**src/rtl/ee354_numlock_code_tx.sv**
```systemverilog
// Automatic combination sender for the numlock state machine: replays a stored code
// as U/Z press/release pulses, then waits for Unlock and reports Pass or Fail.
//
// state     | meaning
// ----------+-------------------------------------------------------------
// S_IDLE    | waiting for Start; latches Code on an accepted Start
// S_PRESS   | U or Z held high for HOLD_CYC cycles (current MSB of sh)
// S_RELEASE | U=Z=0 for GAP_CYC cycles, then shift to next bit
// S_WAIT    | watching Unlock for up to UNLOCK_TO cycles
// S_DONE    | one-cycle Done pulse with Pass/Fail valid
module ee354_numlock_code_tx #(
    parameter int CODE_W    = 4,
    parameter int HOLD_CYC  = 2,
    parameter int GAP_CYC   = 2,
    parameter int UNLOCK_TO = 16
) (
    input  logic              clk,
    input  logic              reset_n,
    input  logic              Start,
    input  logic [CODE_W-1:0] Code,
    input  logic              Unlock,
    output logic              U,
    output logic              Z,
    output logic              Busy,
    output logic              Done,
    output logic              Pass,
    output logic              Fail
);

    localparam int MAX_HG  = (HOLD_CYC > GAP_CYC) ? HOLD_CYC : GAP_CYC;
    localparam int MAX_CYC = (MAX_HG > UNLOCK_TO) ? MAX_HG : UNLOCK_TO;
    localparam int CYC_W   = $clog2(MAX_CYC + 1);
    localparam int BIT_W   = $clog2(CODE_W + 1);

    // Down-counter load values: a phase of N cycles counts N-1 .. 0.
    localparam logic [CYC_W-1:0] HOLD_LD = CYC_W'(HOLD_CYC - 1);
    localparam logic [CYC_W-1:0] GAP_LD  = CYC_W'(GAP_CYC - 1);
    localparam logic [CYC_W-1:0] WAIT_LD = CYC_W'(UNLOCK_TO - 1);
    localparam logic [BIT_W-1:0] BITS_LD = BIT_W'(CODE_W);

    typedef enum logic [2:0] {
        S_IDLE,
        S_PRESS,
        S_RELEASE,
        S_WAIT,
        S_DONE
    } state_t;

    state_t            state, state_nxt;
    logic [CYC_W-1:0]  cyc_cnt, cyc_nxt;
    logic [BIT_W-1:0]  bit_cnt, bit_nxt;
    logic [CODE_W-1:0] sh, sh_nxt;
    logic              u_nxt, z_nxt, busy_nxt, done_nxt, pass_nxt, fail_nxt;

    always_ff @(posedge clk or negedge reset_n) begin
        if (!reset_n) begin
            state   <= S_IDLE;
            cyc_cnt <= '0;
            bit_cnt <= '0;
            sh      <= '0;
            U       <= 1'b0;
            Z       <= 1'b0;
            Busy    <= 1'b0;
            Done    <= 1'b0;
            Pass    <= 1'b0;
            Fail    <= 1'b0;
        end else begin
            state   <= state_nxt;
            cyc_cnt <= cyc_nxt;
            bit_cnt <= bit_nxt;
            sh      <= sh_nxt;
            U       <= u_nxt;
            Z       <= z_nxt;
            Busy    <= busy_nxt;
            Done    <= done_nxt;
            Pass    <= pass_nxt;
            Fail    <= fail_nxt;
        end
    end

    always_comb begin
        state_nxt = state;
        cyc_nxt   = cyc_cnt;
        bit_nxt   = bit_cnt;
        sh_nxt    = sh;
        pass_nxt  = Pass;
        fail_nxt  = Fail;
        case (state)
            S_IDLE: begin
                if (Start) begin
                    sh_nxt    = Code;
                    bit_nxt   = BITS_LD;
                    cyc_nxt   = HOLD_LD;
                    pass_nxt  = 1'b0;
                    fail_nxt  = 1'b0;
                    state_nxt = S_PRESS;
                end
            end
            S_PRESS: begin
                if (cyc_cnt == '0) begin
                    cyc_nxt   = GAP_LD;
                    state_nxt = S_RELEASE;
                end else begin
                    cyc_nxt = cyc_cnt - CYC_W'(1);
                end
            end
            S_RELEASE: begin
                if (cyc_cnt == '0) begin
                    bit_nxt = bit_cnt - BIT_W'(1);
                    sh_nxt  = sh << 1;
                    if (bit_cnt != BIT_W'(1)) begin
                        cyc_nxt   = HOLD_LD;
                        state_nxt = S_PRESS;
                    end else begin
                        cyc_nxt   = WAIT_LD;
                        state_nxt = S_WAIT;
                    end
                end else begin
                    cyc_nxt = cyc_cnt - CYC_W'(1);
                end
            end
            S_WAIT: begin
                // Unlock wins over a timeout landing in the same cycle.
                if (Unlock) begin
                    pass_nxt  = 1'b1;
                    state_nxt = S_DONE;
                end else if (cyc_cnt == '0) begin
                    fail_nxt  = 1'b1;
                    state_nxt = S_DONE;
                end else begin
                    cyc_nxt = cyc_cnt - CYC_W'(1);
                end
            end
            S_DONE: begin
                state_nxt = S_IDLE;
            end
            default: begin
                state_nxt = S_IDLE;
            end
        endcase

        // Outputs are decoded from the next state so they come straight off flops.
        u_nxt    = (state_nxt == S_PRESS) &  sh_nxt[CODE_W-1];
        z_nxt    = (state_nxt == S_PRESS) & ~sh_nxt[CODE_W-1];
        busy_nxt = (state_nxt != S_IDLE);
        done_nxt = (state_nxt == S_DONE);
    end

endmodule

```
**config.mk**
```make
export PLATFORM = sky130hd
export DESIGN_NAME = ee354_numlock_code_tx
export DESIGN_NICKNAME = d
export VERILOG_FILES = /design/src/rtl/ee354_numlock_code_tx.sv
export SDC_FILE = /design/constraint.sdc
export NUM_CORES = 1
export LEC_CHECK = 0
export ABC_AREA = 1
export BUFFER_PORTS_ARGS = -buffer_cell sky130_fd_sc_hd__clkbuf_2
export CAP_MARGIN = 20
export CORE_MARGIN = 5
export CORE_UTILIZATION = 42
export DETAILED_ROUTE_END_ITERATION = 6
export SYNTH_ARGS = -nofsm -noshare
export SYNTH_HDL_FRONTEND = slang
export SYNTH_SLANG_ARGS = --single-unit
```
**constraint.sdc**
```tcl
create_clock -name clk -period 1.9 [get_ports clk]
set_input_delay 0.095 -clock clk [delete_from_list [all_inputs] [get_ports clk]]
set_output_delay 0.095 -clock clk [all_outputs]
set_load 0.01 [all_outputs]
```
# Yosys cells after proc, flatten, opt, wreduce, memory -nomap -nowiden
# Cells that the tools add are included.
# Widths: inputs -> output; s select.
# classes
add_sub_neg	2
eq_ne	12
mux	26
n_bitwise	3
reduce_logical	10
# ops
operator	n
$mux 5	5
$mux 3	7
$pmux 5 s4	1
$mux 4	3
$ne 2x2->1 const B	6
$pmux 3 s4	1
$pmux 4 s2	1
$reduce_and 4->1	2
$eq 3x1->1 const B	2
$eq 3x2->1 const B	2
$pmux 3 s2	1
$reduce_and 3->1	2
$logic_not 5->1	1
$sub 5x1->5 const B	1
$mux 1	4
$pmux 1 s2	2
$reduce_bool 2->1	2
$reduce_bool 4->1	1
$eq 3x3->1 const B	1
$logic_not 3->1	1
$ne 3x1->1 const B	1
$reduce_bool 3->1	1
$sub 3x1->3 const B	1
$and 1x1->1	2
other kinds (2)	2
# totals
reg_bits	21
input_bits	8
output_inout_bits	6
word_cells	64

# Logic depth before layout (Yosys ltp)
# Gate-level depths: netlist of the first run.
# logic_depth
depth_word	6
ltp_mapped	10
mapped_depth_nobuf	9

# Worst setup path before layout of the first run
# No wires, ideal clock.
# synth_path
kind	reg2reg
from	reg cyc_cnt[0]
to	reg Z
setup_ns	0.124
arrival_ns	1.292
required_ns	1.776
slack_ns	0.484
path_stages_with_launch	11
n_path_buf	1
synth_period_minus_slack_ns	1.416
path_cell_list	dfrtp_1 -> inv_1 -> ha_1 -> nand3_4 -> buf_6 -> nand2_1 -> nand2_1 -> inv_1 -> nand2_1 -> nand3_1 -> nor2_1
# synth_via
elab_chain_len	6
word_cells_on_any_way	11
classes_between	eq/ne (1); mux (7); bitwise (2); reduce/logical (1)
# synth_lines
item	line	text
start, declared	50	logic [CYC_W-1:0] cyc_cnt, cyc_nxt;
start signal, assigned	69	cyc_cnt <= cyc_nxt;
$logic_not 5->1 (*)	100, 108, 127	
$mux 3	127	end else if (cyc_cnt == '0) begin
$mux 3	124	if (Unlock) begin
$pmux 3 s4	88	case (state)
$eq 3x1->1	144	z_nxt = (state_nxt == S_PRESS) & ~sh_nxt[CODE_W-1];
$and 1x1->1 (*)	144	
named net z_nxt	53	logic u_nxt, z_nxt, busy_nxt, done_nxt, pass_nxt, fail_nxt;
end signal, assigned	73	Z <= z_nxt;
end, declared	23	output logic Z,
# The timed path passes the listed nets; every way through them passes the cells marked *. The select of a mux whose other input is x is not followed.
# A chain may end at the register's enable or synchronous reset.

# Worst setup path after layout of the first run
# layout_path
from	reg cyc_cnt[0]
to	reg cyc_cnt[3]
# layout_via
elab_chain_len	4
word_cells_on_any_way	9
classes_between	add/sub (1); eq/ne (1); mux (5); reduce/logical (2)
# layout_lines
item	line
$sub 5x1->5	104, 119, 131
$mux 5	127
$mux 5	124
$pmux 5 s4	88
# Several ways; a longest one is shown, not always the timed one. The select of a mux whose other input is x is not followed.

==> results.json, run 1 <==
{
  "critical_path_required_ns": 2.15,
  "start_kind": "flop",
  "initial_utilization": 0.428,
  "grt_pass1_vias": 955,
  "grt_start_max_net_pins": 22,
  "synth_cell_types": 28,
  "setup_tns_ns": 0,
  "grt_pass1_wl_um": 4150,
  "ioPinCount": 14,
  "grt_overflow": 0,
  "synth_warnings": 0,
  "dpl_cell_area_sq_mm": 0.00125,
  "post-route-period-util": 0.833,
  "diodes": 0,
  "nFillCells": 281,
  "power_frac_comb": 0.513,
  "hp-class": "primary input to flop",
  "finalClockSkew_ns": 0.00809,
  "worstPathCellList": "inv_1, ha_1, nand3_4, nor2_8, nand3_1, o21ai_0, nand2_1, nand2_1",
  "power_frac_seq": 0.373,
  "cts_setup_buffers": 0,
  "synth_common_cells": "nand2_1, dfrtp_1, inv_1",
  "first_pass_iters": 4,
  "ys_seq_area_frac": 0.453,
  "gp_congestion": 0.866,
  "insertion_delay_ns": 0.30,
  "numPortBuffers": 13,
  "outcome": "finished, final reports clean",
  "max_stage_delay_ns": 0.41,
  "relSlewSlack": 0.645,
  "cts_max_path_buffers": 2,
  "hold_ws_ns": 0.0270,
  "synth_most_common_cell": "nand2_1",
  "final_hold_viol_count": 0,
  "power_density_mw_per_mm2": 1460,
  "tightestPinTransition_ns": 0.532,
  "rsz0062_at_grt": "false",
  "cp_common_cell": "nand2_1",
  "finalInstanceArea_sq_mm": 0.00130,
  "finalCriticalPeriod_ns": 1.58,
  "area_growth_pct": 12.1,
  "drc": 0,
  "ys.flop_type": "dfrtp_1",
  "die_area_sq_mm": 0.00391,
  "root_buffer": "clkbuf_4",
  "first_iter_violations": 32,
  "antenna_found_initial": 0,
  "p_clk_frac": 0.113,
  "max_freq_mhz": 632,
  "dp_slack_ns": 0.337,
  "grt.total_usage": 0.129,
  "p_leak_nw": 0.711,
  "cts_buffers": 3,
  "cts.sinks": 21,
  "ys_ff_latch": 21,
  "num_vias": 899,
  "path_clk_slew_ns": 0.11,
  "finalWorstSetupSlack_ns": 0.317,
  "ys_async_sr_fraction": 1.00,
  "synth_top_area_cell": "dfrtp_1",
  "htreeDepth": 1,
  "rows": 19,
  "cp.arrival_ns": 1.83,
  "path_class": "flop to flop",
  "synth_edf_count": 0,
  "synth.cell_area_sq_mm": 0.00116,
  "drive_above_1_share": 0.232,
  "swShare": 0.452,
  "cp_top_family": "simple AND/OR/NAND/NOR gates",
  "ir_worst_vdd_mv": 0.801,
  "finalPower_mw": 1.89,
  "crit_slowest_cell": "dfrtp_1",
  "finalSetupViolCount": 0,
  "synth_area_leaders": "dfrtp_1, nand2_1, inv_1",
  "drv_cap": 0,
  "worstPathMaxFanout": 12,
  "p_int_mw": 1.04,
  "dp_hpwl_um": 1710,
  "syn_avg_cell_area_sq_um": 8.47,
  "drv_slew": 0,
  "die_h_um": 62.6,
  "wl_um": 2170,
  "drtAntennaViolNets": 0,
  "synthCells": 137,
  "p_sw_uw": 856,
  "core-area_sq_mm": 0.00271,
  "vias_per_cell": 4.83,
  "synth.top_cell.area_share": 0.453,
  "synth_nets": 148,
  "dieWidth_um": 62.6,
  "multi_input_area_sq_um": 532,
  "cts_tree": "yes",
  "path_buf_inv": 1,
  "routedWlPerCell_um": 11.7,
  "nets": 167,
  "end_kind": "flop",
  "final-seq-area_sq_um": 526
}
## worst min-delay path: cells and delay by family
kind / cells / cell delay, ns
and+or+nand+nor: 1 / 0.06
AOI/OAI and AO/OA: 1 / 0.07
buffers and inverters: 1 / 0.08
## placed cells by master, fill, tap and decap left out
master,n
clkbuf_4,3
o21ai_1,2
clkinv_2,2
a22oi_1,2
a21oi_4,1
nor3_2,1
nor2_2,3
ha_1,3
nand4_1,1
nor2_1,7
o22ai_1,1
nand2_1,36
inv_1,19
dfrtp_1,21
dlygate4sd3_1,2
o21ai_0,6
clkbuf_2,13
a32o_1,1
nand2_2,2
nor2_4,2
inv_2,4
xor2_1,2
nor2_8,1
a21oi_1,2
a22o_1,1
nand3_4,1
nand3_1,11
nand3_2,2
o211ai_1,2
o21bai_2,1
## through the flow
step	std cells	utilization
after floorplan	137	-
after global placement	180	0.462
after detailed placement	180	0.462
after CTS	186	0.480
after global routing	186	0.480
final	186	0.480
## state kept, by name (all words and copies together) (netlist names)
| signal | count |
|---|---|
| Busy | 1 |
| Done | 1 |
| Fail | 1 |
| Pass | 1 |
| U | 1 |
| Z | 1 |
| bit_cnt | 3 |
| cyc_cnt | 5 |
| sh | 4 |
| state | 3 |
## what timing repair did
action	in CTS	in global routing
endpoints found under the hold margin	22	0
setup endpoints to repair	0	0
hold buffers	2	0
resized for setup	0	0
## cell families after synthesis
logic type,synth area share
xor gates and xnor gates,0.0151
buffers and inverters,0.0885
and+or+nand+nor,0.297
AOI/OAI and AO/OA,0.114
DFF,0.453
adders and majority gates,0.0324
## path summary, 6_finish.rpt
| check | from | endpoint | slack [ns] | cells past startpoint |
|---|---|---|---|---|
| worst max-delay path | cyc_cnt[0] | cyc_cnt[3] | 0.32 | 8 |
| worst min-delay path | Code[1] | sh[1] | 0.03 | 3 |
| worst max register to register | cyc_cnt[0] | cyc_cnt[3] | 0.32 | 8 |
| worst min register to register | sh[1] | sh[1] | 0.50 | 2 |
| max in group asynchronous | reset_n | sh[1] | 1.26 | 2 |
| min in group asynchronous | reset_n | Busy | 0.28 | 2 |
## power by group through the flow
stage / clock (mW) / sequential [mW] / combinational [mW]
after floorplan: 0 / 0.721 / 0.769
after CTS: 0.231 / 0.707 / 0.982
after detailed placement: 0 / 0.718 / 0.974
after global routing: 0.252 / 0.736 / 1.14
final: 0.215 / 0.707 / 0.972
after global placement: 0 / 0.716 / 0.956
## routing by layer
layer / global-route usage / vias up / part of all wire
li1: - / 471 / -
met1: 0.177 / 415 / 0.50
met2: 0.199 / 11 / 0.46
met3: 0.0234 / 2 / 0.028
met4: 0.0477 / 0 / 0.0088
met5: 0 / - / 0
## cell type report
type | instances | area share
flip-flops and latches | 21 | 0.404
multi-input cells | 91 | 0.409
inverters | 24 | 0.0703
clock inverters | 1 | 0.00385
clock buffers | 3 | 0.0173
repair buffers | 15 | 0.0654
well taps | 31 | 0.0298
Power figures use the tool's default switching activity.
==> run 2, diff against run 1 <==
==> constraint.sdc (replaced) <==
create_clock -name clk -period 1.5 [get_ports clk]
set_input_delay 0.075 -clock clk [delete_from_list [all_inputs] [get_ports clk]]
set_output_delay 0.075 -clock clk [all_outputs]
set_load 0.01 [all_outputs]
==> run 2 against run 1 <==
Against the previous run:
- largest cell class unchanged
- flip-flop and latch count stayed put
- sequential share of layout area fell by 3.8 points
- non-clock buffer count increased by 11
- setup slack worse by 0.29 ns
- largest power group unchanged
- power is 44% higher
- die area stayed put
- register-to-register slack worse by 0.29 ns
- clock skew fell by 0.00070 ns
- highest routed layer unchanged
- final cell count is 6.5% higher
==> results.json, run 2 (synthesis gave the netlist of run 1 again) <==
{
  "final_common_cell": "nand2_1",
  "ir_worst_vdd_mv": 1.12,
  "grt_pass1_vias": 984,
  "dpl_cell_area_sq_mm": 0.00127,
  "power_density_mw_per_mm2": 1890,
  "cts_max_path_buffers": 2,
  "drv_cap": 0,
  "regMostFlops": "cyc_cnt",
  "nets": 179,
  "hp-class": "primary input to flop",
  "p_sw_mw": 1.24,
  "num_vias": 1012,
  "p_clk_frac": 0.108,
  "rrSetupSlack_ns": 0.03,
  "die_h_um": 62.6,
  "drv_slew": 0,
  "finalSetupViolCount": 0,
  "final_cell_mix": "nand2_1, dfrtp_1, inv_1, clkbuf_2, buf_4",
  "core-area_sq_mm": 0.00271,
  "drc": 0,
  "tightestPinTransition_ns": 0.526,
  "diodes": 0,
  "cts.sinks": 21,
  "outcome": "finished, final reports clean",
  "dp_cells": 182,
  "dp_slack_ns": 0.00609,
  "wl_um": 2540,
  "final_hold_viol_count": 0,
  "vias_per_cell": 5.11,
  "rsz0062_at_grt": "true",
  "finalCriticalPeriod_ns": 1.47,
  "post-route-period-util": 0.983,
  "die_area_sq_mm": 0.00391,
  "dp_hpwl_um": 1740,
  "cts_tree": "yes",
  "top_regs": "cyc_cnt x5, sh x4",
  "power_frac_seq": 0.330,
  "first_iter_violations": 26,
  "start_kind": "flop",
  "routedWlPerCell_um": 12.8,
  "finalPower_mw": 2.73,
  "worstPathMaxFanout": 8,
  "multi_input_area_sq_um": 587,
  "relSlewSlack": 0.650,
  "path_class": "flop to flop",
  "cp.arrival_ns": 1.71,
  "power_frac_comb": 0.562,
  "swShare": 0.453,
  "final-seq-area_sq_um": 528,
  "grt_overflow": 0,
  "finalWorstSetupSlack_ns": 0.0261,
  "finalClockSkew_ns": 0.00739,
  "fin_cells": 198,
  "nFillCells": 266,
  "drtAntennaViolNets": 0,
  "numPortBuffers": 13,
  "grt_start_max_net_pins": 22,
  "ioPinCount": 14,
  "max_freq_mhz": 678,
  "htreeDepth": 1,
  "p_leak_nw": 0.771,
  "largest_reg_flops": 5,
  "p_int_mw": 1.49,
  "first_pass_iters": 4,
  "root_buffer": "clkbuf_4",
  "drive_above_1_share": 0.353,
  "finalInstanceArea_sq_mm": 0.00144,
  "insertion_delay_ns": 0.32,
  "path_clk_slew_ns": 0.13,
  "initial_utilization": 0.428,
  "area_growth_pct": 24.4,
  "grt.total_usage": 0.130,
  "dieWidth_um": 62.6,
  "cts_buffers": 3,
  "gp_congestion": 0.833,
  "fin_util": 0.532,
  "critical_path_required_ns": 1.74,
  "end_kind": "flop",
  "rows": 19,
  "antenna_found_initial": 0,
  "grt_pass1_wl_um": 4200
}
[run 2: changes by cell type in the layout (fill, tap and decap cells not counted), sizes merged]
| cell | change |
|---|---|
| clkinvlp | +1 |
| clkinv | -1 |
| buf | +11 |
| nand3 | +1 |
[run 2: timing repair]
action                                 CTS  global route
pin swaps                                1             9
setup endpoints to repair                2             7
gates cloned                             1             0
endpoints found under the hold margin   22             0
hold buffers                             2             0
buffers inserted                         1             8
gates resized for setup                  1            13
[run 2: cell type report]
class / instances / area share
Clock buffer: 3 / 0.0156
Clock inverter: 1 / 0.00520
Inverter: 24 / 0.0633
Multi-Input combinational cell: 92 / 0.407
Sequential cell: 21 / 0.366
Tap cell: 31 / 0.0269
Timing Repair Buffer: 26 / 0.116
[run 2: power by group through the flow]
| stage | logic (mW) | clock network [mW] | registers [mW] |
|---|---|---|---|
| final | 1.53 | 0.295 | 0.902 |
| after global routing | 1.73 | 0.328 | 0.931 |
| after CTS | 1.35 | 0.299 | 0.893 |
| after detailed placement | 1.28 | 0 | 0.906 |
| after global placement | 1.25 | 0 | 0.904 |
| after floorplan | 0.974 | 0 | 0.913 |
[run 2: final timing paths]
path / from / cells past startpoint / to
worst max-delay path: cyc_cnt[3] / 6 / bit_cnt[0]
worst min-delay path: Code[1] / 3 / sh[1]
worst max register to register: cyc_cnt[3] / 6 / bit_cnt[0]
worst min register to register: sh[1] / 2 / sh[1]
max in group asynchronous: reset_n / 2 / state[2]
min in group asynchronous: reset_n / 2 / state[0]
[run 2: worst max-delay path, cell delays in order, from the launching register on]
cell and delay [ns]:
dfrtp_1 0.45, nor2_4 0.20, nand3_4 0.18, nor2_8 0.22, buf_4 0.13, inv_1 0.04
o21ai_0 0.17
[run 2: layer usage]
layer  track usage  wire (um)  vias to the layer above
met5             0          0                        -
met4        0.0371         44                        0
met3        0.0432        119                        6
met2         0.206       1200                       31
met1         0.169       1170                      474
li1              -          -                      501
[run 2: stage by stage]
stage / hold slack, ns / TNS, ns
4_1_cts: 0.000206 / 0
3_5_place_dp: 0.0833 / 0
3_3_place_gp: 0.0706 / 0
2_1_floorplan: -0.221 / 0
6_report: 0.00348 / 0
5_1_grt: 0.00618 / -0.206
